<file path="config.mk">
export PLATFORM = sky130hd
export DESIGN_NAME = ps2_host_tx
export DESIGN_NICKNAME = d
export VERILOG_FILES = /design/src/rtl/ps2_host_tx.sv
export SDC_FILE = /design/constraint.sdc
export NUM_CORES = 1
export LEC_CHECK = 0
export CORE_ASPECT_RATIO = 1.75
export CORE_UTILIZATION = 48
export CTS_CLUSTER_DIAMETER = 150
export DETAILED_ROUTE_END_ITERATION = 7
export PLACE_DENSITY_LB_ADDON = 0.08
export SYNTH_ARGS = -nofsm -noshare
export SYNTH_HDL_FRONTEND = slang
export SYNTH_SLANG_ARGS = --single-unit
</file>
<file path="constraint.sdc">
create_clock -name clk -period 2.1 [get_ports clk]
set_clock_uncertainty 0.2 [all_clocks]
set_input_delay 0.63 -clock clk [delete_from_list [all_inputs] [get_ports clk]]
set_output_delay 0.63 -clock clk [all_outputs]
set_load 0.02 [all_outputs]
</file>
<file path="src/rtl/ps2_host_tx.sv">
// ps2_host_tx: host-to-device PS/2 command transmitter.
// Drives both lines open-drain and paces each bit off device clock falls.
module ps2_host_tx #(
   parameter int INHIBIT_CYCLES = 5000,
   parameter int TIMEOUT_CYCLES = 1000000
) (
   input  logic       clk,
   input  logic       rst,
   input  logic [7:0] tx_data,
   input  logic       tx_valid,
   output logic       tx_ready,
   output logic       busy,
   output logic       done,
   output logic       err,
   input  logic       ps2_clk,
   input  logic       ps2_data,
   output logic       ps2_clk_oe,
   output logic       ps2_data_oe
);

   localparam int IW = $clog2(INHIBIT_CYCLES + 1);
   localparam int TW = $clog2(TIMEOUT_CYCLES + 1);
   localparam logic [IW-1:0] INH_LAST = IW'(INHIBIT_CYCLES - 1);
   localparam logic [TW-1:0] TO_MAX = TW'(TIMEOUT_CYCLES);

   typedef enum logic [2:0] {
      IDLE, INHIBIT, START, DATA, PARITY, STOP, WAIT_IDLE
   } state_t;

   state_t        state, state_nx;
   logic [1:0]    clk_sync, data_sync;
   logic          prev_clk, sync_clk, sync_data, fall;
   logic [7:0]    shreg, shreg_nx;
   logic          par, par_nx;
   logic [3:0]    bit_cnt, bit_cnt_nx;
   logic [IW-1:0] inh_cnt, inh_cnt_nx;
   logic [TW-1:0] to_cnt;
   logic          to_run, to_hit;
   logic          clk_oe_c, data_oe_c;

   assign sync_clk  = clk_sync[1];
   assign sync_data = data_sync[1];
   assign fall      = prev_clk & ~sync_clk;

   // Two-flop synchronizers plus previous-clock register for edge detect.
   always_ff @(posedge clk) begin
      if (rst) begin
         clk_sync  <= 2'b11;
         data_sync <= 2'b11;
         prev_clk  <= 1'b1;
      end else begin
         clk_sync  <= {clk_sync[0], ps2_clk};
         data_sync <= {data_sync[0], ps2_data};
         prev_clk  <= sync_clk;
      end
   end

   assign to_run = state inside {START, DATA, PARITY, STOP, WAIT_IDLE};
   assign to_hit = to_run && (to_cnt == TO_MAX);

   // Watchdog: cycles since the last device fall while the device owns timing.
   always_ff @(posedge clk) begin
      if (rst || !to_run || fall)
         to_cnt <= '0;
      else
         to_cnt <= to_cnt + 1'b1;
   end

   // State and datapath registers.
   always_ff @(posedge clk) begin
      if (rst) begin
         state   <= IDLE;
         shreg   <= '0;
         par     <= 1'b0;
         bit_cnt <= '0;
         inh_cnt <= '0;
      end else begin
         state   <= state_nx;
         shreg   <= shreg_nx;
         par     <= par_nx;
         bit_cnt <= bit_cnt_nx;
         inh_cnt <= inh_cnt_nx;
      end
   end

   // Next state, line drive and done/err pulses.
   always_comb begin
      state_nx   = state;
      shreg_nx   = shreg;
      par_nx     = par;
      bit_cnt_nx = bit_cnt;
      inh_cnt_nx = inh_cnt;
      clk_oe_c   = 1'b0;
      data_oe_c  = 1'b0;
      done       = 1'b0;
      err        = 1'b0;
      unique case (state)
         IDLE: begin
            if (tx_valid) begin
               shreg_nx   = tx_data;
               par_nx     = ~^tx_data;
               inh_cnt_nx = '0;
               state_nx   = INHIBIT;
            end
         end
         INHIBIT: begin
            clk_oe_c = 1'b1;
            if (inh_cnt == INH_LAST)
               state_nx = START;
            else
               inh_cnt_nx = inh_cnt + 1'b1;
         end
         START: begin
            data_oe_c = 1'b1;
            if (fall) begin
               bit_cnt_nx = 4'd1;
               state_nx   = DATA;
            end else if (to_hit) begin
               data_oe_c = 1'b0;
               err       = 1'b1;
               state_nx  = IDLE;
            end
         end
         DATA: begin
            data_oe_c = ~shreg[0];
            if (fall) begin
               if (bit_cnt == 4'd8) begin
                  state_nx = PARITY;
               end else begin
                  shreg_nx   = {1'b0, shreg[7:1]};
                  bit_cnt_nx = bit_cnt + 1'b1;
               end
            end else if (to_hit) begin
               data_oe_c = 1'b0;
               err       = 1'b1;
               state_nx  = IDLE;
            end
         end
         PARITY: begin
            data_oe_c = ~par;
            if (fall) begin
               state_nx = STOP;
            end else if (to_hit) begin
               data_oe_c = 1'b0;
               err       = 1'b1;
               state_nx  = IDLE;
            end
         end
         STOP: begin
            if (fall) begin
               if (!sync_data) begin
                  state_nx = WAIT_IDLE;
               end else begin
                  err      = 1'b1;
                  state_nx = IDLE;
               end
            end else if (to_hit) begin
               err      = 1'b1;
               state_nx = IDLE;
            end
         end
         WAIT_IDLE: begin
            if (sync_clk && sync_data) begin
               done     = 1'b1;
               state_nx = IDLE;
            end else if (to_hit) begin
               err      = 1'b1;
               state_nx = IDLE;
            end
         end
         default: state_nx = IDLE;
      endcase
   end

   assign tx_ready    = (state == IDLE);
   assign busy        = (state != IDLE);
   assign ps2_clk_oe  = clk_oe_c & ~rst;
   assign ps2_data_oe = data_oe_c & ~rst;

endmodule

</file>
* After elaboration in Yosys (flattened, before gate mapping)
Cells that the tools add are included.
** Word-level totals
- Register bits :: 54
- Input port bits :: 13
- Logic and storage cells :: 91
** Operators by class
- $add $sub $neg :: 3
- Eq/ne operators :: 16
- Muxes and demuxes :: 38
- Bitwise gates (word level) :: 7
- Reductions and logical operators :: 18
** Operators by type and width (count)
- $mux W3 :: 10
- $mux W13 :: 2
- $pmux W13 S2 :: 1
- $mux W8 :: 3
- $pmux W3 S7 :: 1
- $add A20 B1 Y20 const B :: 1
- $eq A20 B20 Y1 const B :: 1
- $pmux W8 S2 :: 1
- $mux W1 :: 14
- $add A13 B1 Y13 const B :: 1
- $eq A13 B13 Y1 const B :: 1
- $mux W4 :: 3
- $ne A2 B2 Y1 const B :: 6
- $eq A3 B3 Y1 const B :: 3
- $pmux W4 S2 :: 1
- $reduce_and A4 Y1 :: 2
- $reduce_xnor A8 Y1 :: 1
- $eq A3 B2 Y1 const B :: 2
- $pmux W1 S3 :: 2
- $reduce_and A3 Y1 :: 2
- $reduce_bool A2 Y1 :: 3
- $reduce_bool A5 Y1 :: 1
- $add A4 B1 Y4 const B :: 1
- $eq A4 B4 Y1 const B :: 1
- 11 further kinds :: 18

* Depth between registers and ports, before layout
Gate-level depths: netlist (run 1).
- Depth in word-level cells :: 7
- Gate-level depth with buffers :: 8

* Worst setup path after synthesis (run 1)
Ideal clock, no wire load.
- Kind :: register -> output
- From :: register state[2]
- To :: output ps2_data_oe
- Data arrival time :: 1643 ps
- Slack :: -373 ps
- Cell stages (with the launch flop) :: 7
- Path through :: dfxtp_1 -> buf_2 -> clkbuf_1 -> inv_1 -> nor4_1 -> a31oi_1 -> nor3_1
** On the way
- Longest elaborated chain between the ends :: 7
- Elaborated cells between the ends (all ways) :: 15
** RTL lines
- start: declaration :: RTL line 30 : state_t state, state_nx;
- start signal: assignment :: RTL line 78 : state <= state_nx;
- $eq A3 B2 Y1 (tied with other cells) :: RTL line 58, 97
- $reduce_bool A5 Y1 :: RTL line 58 : assign to_run = state inside {START, DATA, PARITY, STOP, WAIT_IDLE};
- $logic_and A1 B1 Y1 :: RTL line 59 : assign to_hit = to_run && (to_cnt == TO_MAX);
- $mux W1 (on tied branches) :: RTL line 143, 118, 133
- $mux W1 (on tied branches) :: RTL line 141, 115, 126
- $pmux W1 S3 * :: RTL line 97 : unique case (state)
- $and A1 B1 Y1 * :: RTL line 178 : assign ps2_data_oe = data_oe_c & ~rst;
- end: declaration :: RTL line 18 : output logic ps2_data_oe
Every way passes the cells marked *; elsewhere a longest branch is shown, timed or not.

* Worst setup path after layout (run 1)
- From :: register to_cnt[3]
- To :: output err
** On the way
- Longest elaborated chain between the ends :: 5
- Elaborated cells between the ends (all ways) :: 7
** RTL lines
- start: declaration :: RTL line 37 : logic [TW-1:0] to_cnt;
- start signal: assignment :: RTL line 66 : to_cnt <= to_cnt + 1'b1;
- $eq A20 B20 Y1 * :: RTL line 59
- $logic_and A1 B1 Y1 * :: RTL line 59
- $mux W1 *
- $mux W1 (on tied branches) :: RTL line 163, 141, 150
- $pmux W1 S3 * :: RTL line 97
- end: declaration :: RTL line 14 : output logic err,
Marks and branches as above.

==> impl_metrics.toml, run 1 <==
[yosys]
yosys_warnings = 0
netlist_area_um2 = 2710
synth_fa_ha_area_share_pct = 2.68
synth_area_per_cell_um2 = 8.38
ys_types = 47
synth-xor-area-share_pct = 11.0
netlist_top_cells_area = "dfxtp_1 (40%), nor2_1 (8.0%), xor2_1 (7.1%)"
ys_seq_elements = 54
post_synth_and_or_nand_nor_area_fraction_pct = 26.7
syn_inst = 323
ys_seq_area_share_pct = 39.9
synth_compound_area_share_pct = 12.1
synth.largest_area_cell = "dfxtp_1"
syn-num-nets = 341
synth.top_cell.area_share_pct = 39.9
async_flop_share_pct = 0
synth-edff-count = 0
synthFlopType = "dfxtp_1"
synth_top_family_by_area = "simple AND/OR/NAND/NOR gates"
muxShareOfSynthArea_pct = 3.70

[status]
status = "complete, but fails checks"
violations = "setup timing"

[grt]
gr-usage-met3_pct = 2.81
antenna_found_initial = 0
grt_util_all_layers_pct = 22.3
grt_pass1_wl_um = 10200
top_usage_layer = "met2"
grt_overflow = 0
met2_usage_pct = 43.5
grt_max_degree = 26
grtUsageMet1_pct = 22.8
grt_pass1_vias = 2344

[final_layout]
design_area_um2 = 3750
syn_to_final_growth_pct = 38.6
finalNonFillerCells = 477
nets = 420
n_fill_cell = 448
drive_gt1_share_pct = 27.8
n_antenna_cell = 0

[drt]
routed_wl_um = 6320
via_count = 2521
postRouteAntennaNets = 0
drc = 0
wl_per_cell_um = 13.2
first_iter_violations = 57
viasPerCell = 5.29
drt_pass1_iterations = 4

[setup_path]
worst-r2r-setup-slack_ns = -0.03
critPathArrivalTime_ns = 1.72
crit_chain = "nor4b_2, buf_4, o2111a_1, nand4_1, buf_4, o21ai_2, buf_6"
critPathLaunchType = "flip-flop"
slowest_stage = "dfxtp_2"
reg2reg_depth = 8
path_common_cell = "buf_4"
worstReg2RegStart = "state[2]"
crit_path_max_incr_delay_ns = 0.33
endpoint_kind = "output pin"
path_max_fanout = 2
criticalPathCategory = "reg -> out"
r2r-end = "inh_cnt[11]"
cp.required_ns = 1.27

[placed_design]
port-buffer-count = 18
gp_congestion = 0.842
place_inst = 461
post_dp_cell_area_um2 = 3430
dp_hpwl_um = 4680

[sta]
fmax_ghz = 0.392
period_share_pct = 121
fin_crit_ns = 2.55
timing.hold.ws_ns = 0.220
setup_slack_ns = -0.448
hold_viol = 0
rsz0062_at_grt = "true"
slew_viol_final = 0
tightestPinTransition_ns = 0.558
setup_viol = 8
slew-limit-headroom_pct = 62.5

[clock_network]
numCtsBuffers = 5
cts_buffer_depth = 2
cts_root_buffer = "clkbuf_8"
clk-insertion-delay-late_ns = 0.30
cts_hold_buf = 0
htreeDepth = 2
cts.clk_slew.worst_paths_ns = 0.09
clkSinkCount = 54
tritoncts = "yes"

[power]
ir_drop_v = 0.000502
power_density_nw_per_um2 = 641
p_leak_nw = 1.51

[floorplanning]
chipHeight_um = 101
die-width_um = 58.8
core_region_area_um2 = 5340
std_cell_rows = 35
dieArea_um2 = 5950
ios = 19
initial_utilization_pct = 50.7

[worst_hold_path]
hp-start = "clk_sync[0]"
hold_class = "reg -> reg"
hold_end = "clk_sync[1]"
whs_path_depth = 1

[flow_run]
maxCapViolCount = 0
-- power breakdown --
group	total (mW)	internal (mW)	switching (mW)
clock	0.839	0.508	0.331
combinational	0.490	0.251	0.239
sequential	1.07	1.05	0.0198
-- cells in the mapped netlist (7+ instances only) --
library cell	n
a21oi_1	18
nand3_1	15
nand2_1	17
or3_1	7
dfxtp_1	54
nor2_1	58
nor3_1	11
inv_1	10
xnor2_1	12
nand4_1	9
clkbuf_1	9
mux2i_1	10
o21ai_0	10
xor2_1	22
-- per-layer routing --
| layer | wire (um) | vias to the layer above | share of wire, % |
|---|---|---|---|
| li1 | - | 1285 | - |
| met1 | 2430 | 1209 | 38 |
| met2 | 3680 | 18 | 58 |
| met3 | 81 | 9 | 1.3 |
| met4 | 132 | 0 | 2.1 |
| met5 | 0 | - | 0 |
-- cell usage in the layout, fill, tap and decap left out, types with 10 or more instances in the layout --
master,instances
clkdlybuf4s50_1,11
dfxtp_1,49
xor2_1,22
mux2i_1,10
buf_6,13
nor2_1,56
a21oi_1,17
nand3_1,15
xnor2_1,12
nand2_1,17
buf_4,58
-- worst max path at each step --
| stage | from | to | slack, ns |
|---|---|---|---|
| 2_1_floorplan | state[2] | ps2_data_oe | -0.03 |
| 3_3_place_gp | rst | ps2_data_oe | -0.74 |
| 4_1_cts | to_cnt[3] | err | -0.47 |
| 6_report | to_cnt[3] | err | -0.45 |
| 5_1_grt | to_cnt[3] | err | -0.60 |
| 3_5_place_dp | rst | ps2_data_oe | -0.75 |
-- final cells by class --
type / instances / area, um^2 / share of cell area (%)
multi-input cells: 245 / 1620 / 43.3
flip-flops and latches: 54 / 1090 / 29.1
repair buffers: 86 / 761 / 20.3
well taps: 74 / 92.6 / 2.47
clock buffers: 6 / 82.6 / 2.20
clock inverters: 2 / 60.1 / 1.60
inverters: 10 / 37.5 / 1.00
-- registers in the layout, summed over array words and instances (netlist names) --
signal,cells
par,1
inh_cnt,13
state,3
to_cnt,20
shreg,8
clk_sync,2
prev_clk,1
bit_cnt,4
data_sync,2
-- timing repair --
item,CTS,global route
setup endpoints to repair,6,13
buffers inserted,2,6
gates cloned,0,1
pin swaps,3,9
endpoints found under the hold margin,0,0
gates resized for setup,50,16
-- metrics by stage --
step / util, % / total power [mW] / setup WS (ns) / TNS, ns
floorplan: - / 1.33 / -0.0326 / -0.0326
global placement: 64.2 / 1.52 / -0.738 / -11.80
detailed placement: 64.2 / 1.52 / -0.746 / -12.71
CTS: 68.0 / 2.38 / -0.470 / -1.16
global route: 70.2 / 2.51 / -0.602 / -2.05
finish: 70.2 / 2.40 / -0.448 / -1.19
-- worst max-delay path: cells and delay by family, from the launching register on --
family	cells	cell delay (ns)
DFF	1	0.33
AOI/OAI and AO/OA	2	0.26
and+or+nand+nor	2	0.36
buffers and inverters	3	0.46
-- logic make-up (layout without fill, tap and decap cells) --
| group | count (synthesis) | after routing |
|---|---|---|
| multiplexers | 10 | 10 |
| adder cells (fa/ha/maj) | 6 | 6 |
| XOR/XNOR | 34 | 34 |
| AO/OA/AOI/OAI | 51 | 51 |
| AND/OR/NAND/NOR | 143 | 144 |
| buffers and inverters | 25 | 104 |
| flip-flops | 54 | 54 |
Power figures use the tool's default switching activity.
==> run 2: changes to the inputs <==
--- a/config.mk
+++ b/config.mk
@@ -10,6 +10,7 @@
 export CTS_CLUSTER_DIAMETER = 150
 export DETAILED_ROUTE_END_ITERATION = 7
 export PLACE_DENSITY_LB_ADDON = 0.08
+export SETUP_SLACK_MARGIN = 0.05
 export SYNTH_ARGS = -nofsm -noshare
 export SYNTH_HDL_FRONTEND = slang
 export SYNTH_SLANG_ARGS = --single-unit
==> run 2 against run 1 <==
Net effect: the run still ends with setup timing left; setup slack got worse by 0.055 ns; maximum frequency shrank 2.1%; cell area up 0.90%; first-iteration DRC count up 96%; wire length increased by 0.70%; register-to-register slack worse by 0.05 ns; critical path depth stayed put; largest cell class unchanged.
==> impl_metrics.toml, run 2 (synthesis results as in run 1) <==
[floorplanning]
initial_utilization_pct = 50.7
ios = 19
die-width_um = 58.8
chipHeight_um = 101
std_cell_rows = 35
dieArea_um2 = 5950
core_region_area_um2 = 5340

[sta]
fin_crit_ns = 2.60
rsz0062_at_grt = "true"
period_share_pct = 124
hold_viol = 0
fmax_ghz = 0.384
setup_slack_ns = -0.503
setup_viol = 13
tightestPinTransition_ns = 0.391
slew-limit-headroom_pct = 73.8
slew_viol_final = 0

[power]
sequentialPowerShare_pct = 49.7
intPower_mw = 1.55
p_leak_nw = 1.51
power_density_nw_per_um2 = 571
comb_power_share_pct = 24.0
switching_power_uw = 606
clock_power_share_pct = 26.3
p_sw_share_pct = 28.1
ir_drop_v = 0.000507

[clock_network]
clkSinkCount = 54
clk-insertion-delay-late_ns = 0.30
cts.clk_slew.worst_paths_ns = 0.10
numCtsBuffers = 5
htreeDepth = 2
cts_hold_buf = 0
cts_root_buffer = "clkbuf_8"
cts_buffer_depth = 2
tritoncts = "yes"

[worst_hold_path]
whs_path_depth = 1
hp-start = "data_sync[0]"
hold_end = "data_sync[1]"
hold_class = "reg -> reg"

[final_layout]
regMostFlops = "to_cnt"
nets = 425
reg_top3 = "to_cnt: 20 flops, inh_cnt: 13 flops, shreg: 8 flops"
n_antenna_cell = 0
fin_util_pct = 70.8
syn_to_final_growth_pct = 39.8
drive_gt1_share_pct = 31.6
mostFrequentLayoutCells = "buf_4 (62), nor2_1 (51), dfxtp_1 (48), xor2_1 (22), nand2_1 (16)"
design_area_um2 = 3780
largest_register_ffs = 20
mostFrequentLayoutCell = "buf_4"

[grt]
antenna_found_initial = 0
grt_pass1_vias = 2498
grt_pass1_wl_um = 10700
grt_util_all_layers_pct = 23.2
grt_overflow = 0
grt_max_degree = 21

[drt]
first_iter_violations = 112
routed_wl_um = 6360
wl_per_cell_um = 13.2
drc = 0
drt_pass1_iterations = 4
viasPerCell = 5.28
via_count = 2545
postRouteAntennaNets = 0

[placed_design]
dp_hpwl_um = 4700
gp_congestion = 0.792
post_dp_cell_area_um2 = 3450
port-buffer-count = 18
pre_cts_ws_ns = -0.758

[setup_path]
cp.required_ns = 1.27
worstReg2RegStart = "state[2]"
r2r-end = "inh_cnt[6]"
criticalPathCategory = "reg -> out"
critPathLaunchType = "flip-flop"
path_max_fanout = 2
endpoint_kind = "output pin"
critPathArrivalTime_ns = 1.77
reg2reg_depth = 10
worst-r2r-setup-slack_ns = -0.08

[status]
status = "complete, but fails checks"
violations = "setup timing"

[flow_run]
maxCapViolCount = 0
==> run 2: cell count changes in the layout (fill, tap and decap cells not counted), moves of 3 or more <==
| cell | before | now |
|---|---|---|
| nor2_2 | 2 | 7 |
| nor2_1 | 56 | 51 |
| dfxtp_2 | 3 | 6 |
| buf_4 | 58 | 62 |
| o21ai_2 | 1 | 4 |
| o21ai_0 | 9 | 5 |
==> run 2: per-layer routing <==
layer / vias up / wire (um) / track usage (%) / part of all wire [%]
met1: 1210 / 2450 / 22.6 / 39
met3: 13 / 126 / 3.07 / 2.0
met2: 34 / 3620 / 45.8 / 57
met5: - / 0 / 0 / 0
li1: 1288 / - / - / -
met4: 0 / 167 / 10.8 / 2.6
==> run 2: cell type report <==
cell class | count | area (um^2)
clock buffer | 6 | 72.6
clock inverter | 2 | 13.8
fill | 449 | 1560
timing repair buffer | 91 | 797
multi-input combinational | 245 | 1680
inverter | 10 | 37.5
tap | 74 | 92.6
sequential | 54 | 1090
==> run 2: power by group through the flow <==
stage	clock network [mW]	logic [mW]	registers (mW)
floorplan	0	0.239	1.09
global placement	0	0.423	1.10
detailed placement	0	0.425	1.10
CTS	0.582	0.484	1.07
global route	0.640	0.560	1.08
finish	0.568	0.518	1.07
==> run 2: worst max-delay path, stage by stage (launching register included) <==
cell and delay, ns:
dfxtp_2 0.35, nor4b_4 0.28, buf_4 0.15, o2111a_1 0.16
nand4_1 0.12, buf_4 0.18, o21ai_2 0.12, buf_6 0.13
==> run 2: worst max path at each step <==
stage / end / slack (ns) / from
5_1_grt: err / -0.65 / to_cnt[5]
6_report: err / -0.50 / to_cnt[5]
2_1_floorplan: ps2_data_oe / -0.03 / state[2]
4_1_cts: err / -0.52 / to_cnt[5]
3_3_place_gp: ps2_data_oe / -0.76 / rst
3_5_place_dp: ps2_data_oe / -0.76 / rst
==> run 2: per-stage QoR <==
step                power, mW  setup TNS [ns]  instances  hold WS [ns]
CTS                      2.14           -1.44        479         0.222
finish                   2.16           -1.67        482         0.218
global placement         1.52          -10.40        465         0.192
floorplan                1.33         -0.0326        323         0.189
global route             2.28           -3.03        482         0.233
detailed placement       1.52          -10.51        465         0.197
==> run 2: repair_timing <==
| item | 4_1_cts | 5_1_grt |
|---|---|---|
| gates resized for setup | 58 | 27 |
| buffers inserted | 5 | 3 |
| gates cloned | 1 | 0 |
| hold endpoints to repair | 0 | 0 |
| endpoints found under the setup margin | 14 | 24 |
| pin swaps | 14 | 14 |
==> RTL edit (config.mk and constraints of run 2) <==
Change the parameter `TIMEOUT_CYCLES` from 1000000 to 2000000.
--- a/src/rtl/ps2_host_tx.sv
+++ b/src/rtl/ps2_host_tx.sv
@@ -3,5 +3,5 @@
 module ps2_host_tx #(
    parameter int INHIBIT_CYCLES = 5000,
-   parameter int TIMEOUT_CYCLES = 1000000
+   parameter int TIMEOUT_CYCLES = 2000000
 ) (
    input  logic       clk,
Formal check against the unedited RTL: same outputs for any inputs over 10 cycles, from zero or initial values and one cycle with rst high; that may be too few to reach the edited logic, so the function may still have changed.
==> RTL edit against run 2 <==
- the flow still finishes with violations (setup timing)
- sequential share of layout area fell by 2.6 points
- area after synthesis up 3.0%
- routed wire length is 21% higher
- cell area up 13%
- setup slack worse by 0.28 ns
- power grew 6.6%
- synthesized cell count grew 1.5%
- sequential cell count increased by 1
==> RTL edit: results <==
metrics = {
    "clock_network": {
        "cts_made_buffers": 5,
        "htree_levels": 2,
        "path_clk_slew_ns": 0.09,
        "clk-insertion-delay-late_ns": 0.31,
        "clockRootBuffer": "clkbuf_8",
        "clockBufferDepth": 2,
    },
    "route": {
        "wl_um": 7688,
        "drt_first_pass_iters": 4,
        "vias": 2767,
        "wl_per_cell_um": 14.90,
        "initialDrtViolationCount": 88,
    },
    "yosys": {
        "ys_warn_count": 0,
        "syn_nets": 346,
        "async_reset_ff_frac": 0,
        "syn_inst": 328,
        "yosysUniqueCellTypes": 53,
        "ys_seq_area_frac": 0.3950,
        "synthFlopType": "dfxtp_1",
        "synthTopCellsByCount": "dfxtp_1 (55), nor2_1 (46), nand2_1 (27), nand3_1 (23), xnor2_1 (22)",
        "synth.area.top_cells": "dfxtp_1 (39%), xnor2_1 (6.9%), nor2_1 (6.2%), nand3_1 (4.1%), xor2_1 (4.1%)",
    },
    "cells_and_area": {
        "layout.nets": 458,
        "largest_register": "to_cnt",
        "n_antenna_cell": 0,
        "top_regs": "to_cnt x21, inh_cnt x13, shreg x8",
        "nFillCells": 417,
        "drive_gt1_frac": 0.4182,
    },
    "power": {
        "p_leak_nw": 1.622,
        "vdd_drop_max_mv": 0.5136,
    },
    "placed_design": {
        "hpwl_um": 5327,
        "dp.cells": 494,
        "gp_congestion": 0.8343,
        "io_buffers": 18,
    },
    "timing": {
        "fin_tns_setup_ns": -2.994,
        "finalHoldViolCount": 0,
        "fin_ws_ns": -0.7826,
        "setup_viol": 17,
        "relSlewSlack": 0.7138,
    },
    "critical_path": {
        "cp_slowest_stage_delay_ns": 0.56,
        "crit_fanout": 2,
        "slowest_stage": "or4b_4",
        "critPathTopFamily": "simple AND/OR/NAND/NOR gates",
        "cp.arrival_ns": 2.05,
    },
    "global_route": {
        "grt_pass1_wl_um": 11950,
        "grt_pass1_vias": 2700,
        "track_usage": 0.2551,
        "antenna_found_initial": 0,
        "grt_max_degree": 21,
    },
    "min_path": {
        "hold_class": "reg2reg",
    },
    "outcome": {
        "violations": "setup timing",
        "outcome": "finished with violations",
    },
}
RTL edit: cell count changes in the layout (fill, tap and decap cells not counted), moves of 5 or more:
cell | before | now
nor2_2 | 7 | 2
nor2_1 | 51 | 41
buf_6 | 14 | 19
dfxtp_1 | 48 | 43
mux2i_1 | 10 | 2
buf_4 | 62 | 85
a311oi_1 | 0 | 7
xnor2_1 | 12 | 20
nand2_1 | 16 | 26
nand3_1 | 15 | 22
nor3_1 | 8 | 2
xor2_1 | 22 | 13
a21oi_1 | 15 | 9
RTL edit: stage by stage:
step           instance area [µm²]  setup slack, ns
2_1_floorplan                 2819          -0.3220
3_3_place_gp                  3727          -0.9135
3_5_place_dp                  3727          -0.9225
4_1_cts                       4003          -0.7653
5_1_grt                       4287          -0.8529
6_report                      4287          -0.7826
RTL edit: layout make-up:
class | count | area [µm²] | area share
Timing Repair Buffer | 120 | 1046 | 0.2440
Sequential cell | 55 | 1121 | 0.2615
Clock inverter | 2 | 13.76 | 0.003211
Inverter | 11 | 43.79 | 0.01022
Tap cell | 76 | 95.09 | 0.02218
Clock buffer | 5 | 68.82 | 0.01605
Multi-Input combinational cell | 247 | 1898 | 0.4428
RTL edit: power breakdown:
part	total [mW]	switching, mW	internal, mW
Sequential	1.11	0.0278	1.08
Combinational	0.621	0.308	0.313
Clock	0.575	0.346	0.229
RTL edit: cell families after synthesis:
logic type,share of synthesized area
xor+xnor,0.1100
mux,0.007182
fa+ha+maj,0.02244
compound gates,0.1355
flops,0.3950
simple gates,0.2873
buf+inv,0.04264
RTL edit: worst paths after layout:
kind | to | slack, ns | cells past startpoint | from
setup / recovery | err | -0.78 | 6 | to_cnt[12]$_SDFF_PP0_
hold / removal | clk_sync[1]$_SDFF_PP1_ | 0.22 | 1 | clk_sync[0]$_SDFF_PP1_
setup reg to reg | inh_cnt[11]$_SDFFE_PP0P_ | -0.18 | 9 | state[1]$_SDFFE_PP0P_
hold reg to reg | clk_sync[1]$_SDFF_PP1_ | 0.22 | 1 | clk_sync[0]$_SDFF_PP1_
RTL edit: what timing repair did:
action / in CTS / in global routing
hold endpoints to repair: 0 / 0
pin swaps: 17 / 34
gates cloned: 0 / 1
buffers inserted: 7 / 10
resized for setup: 73 / 49
hold buffers: 0 / 0
endpoints found under the setup margin: 30 / 29
RTL edit: metal layers:
layer,routed length [µm],track usage
met1,2729,0.2610
met4,172,0.08587
met2,4638,0.5108
met3,148,0.02886
met5,0,0
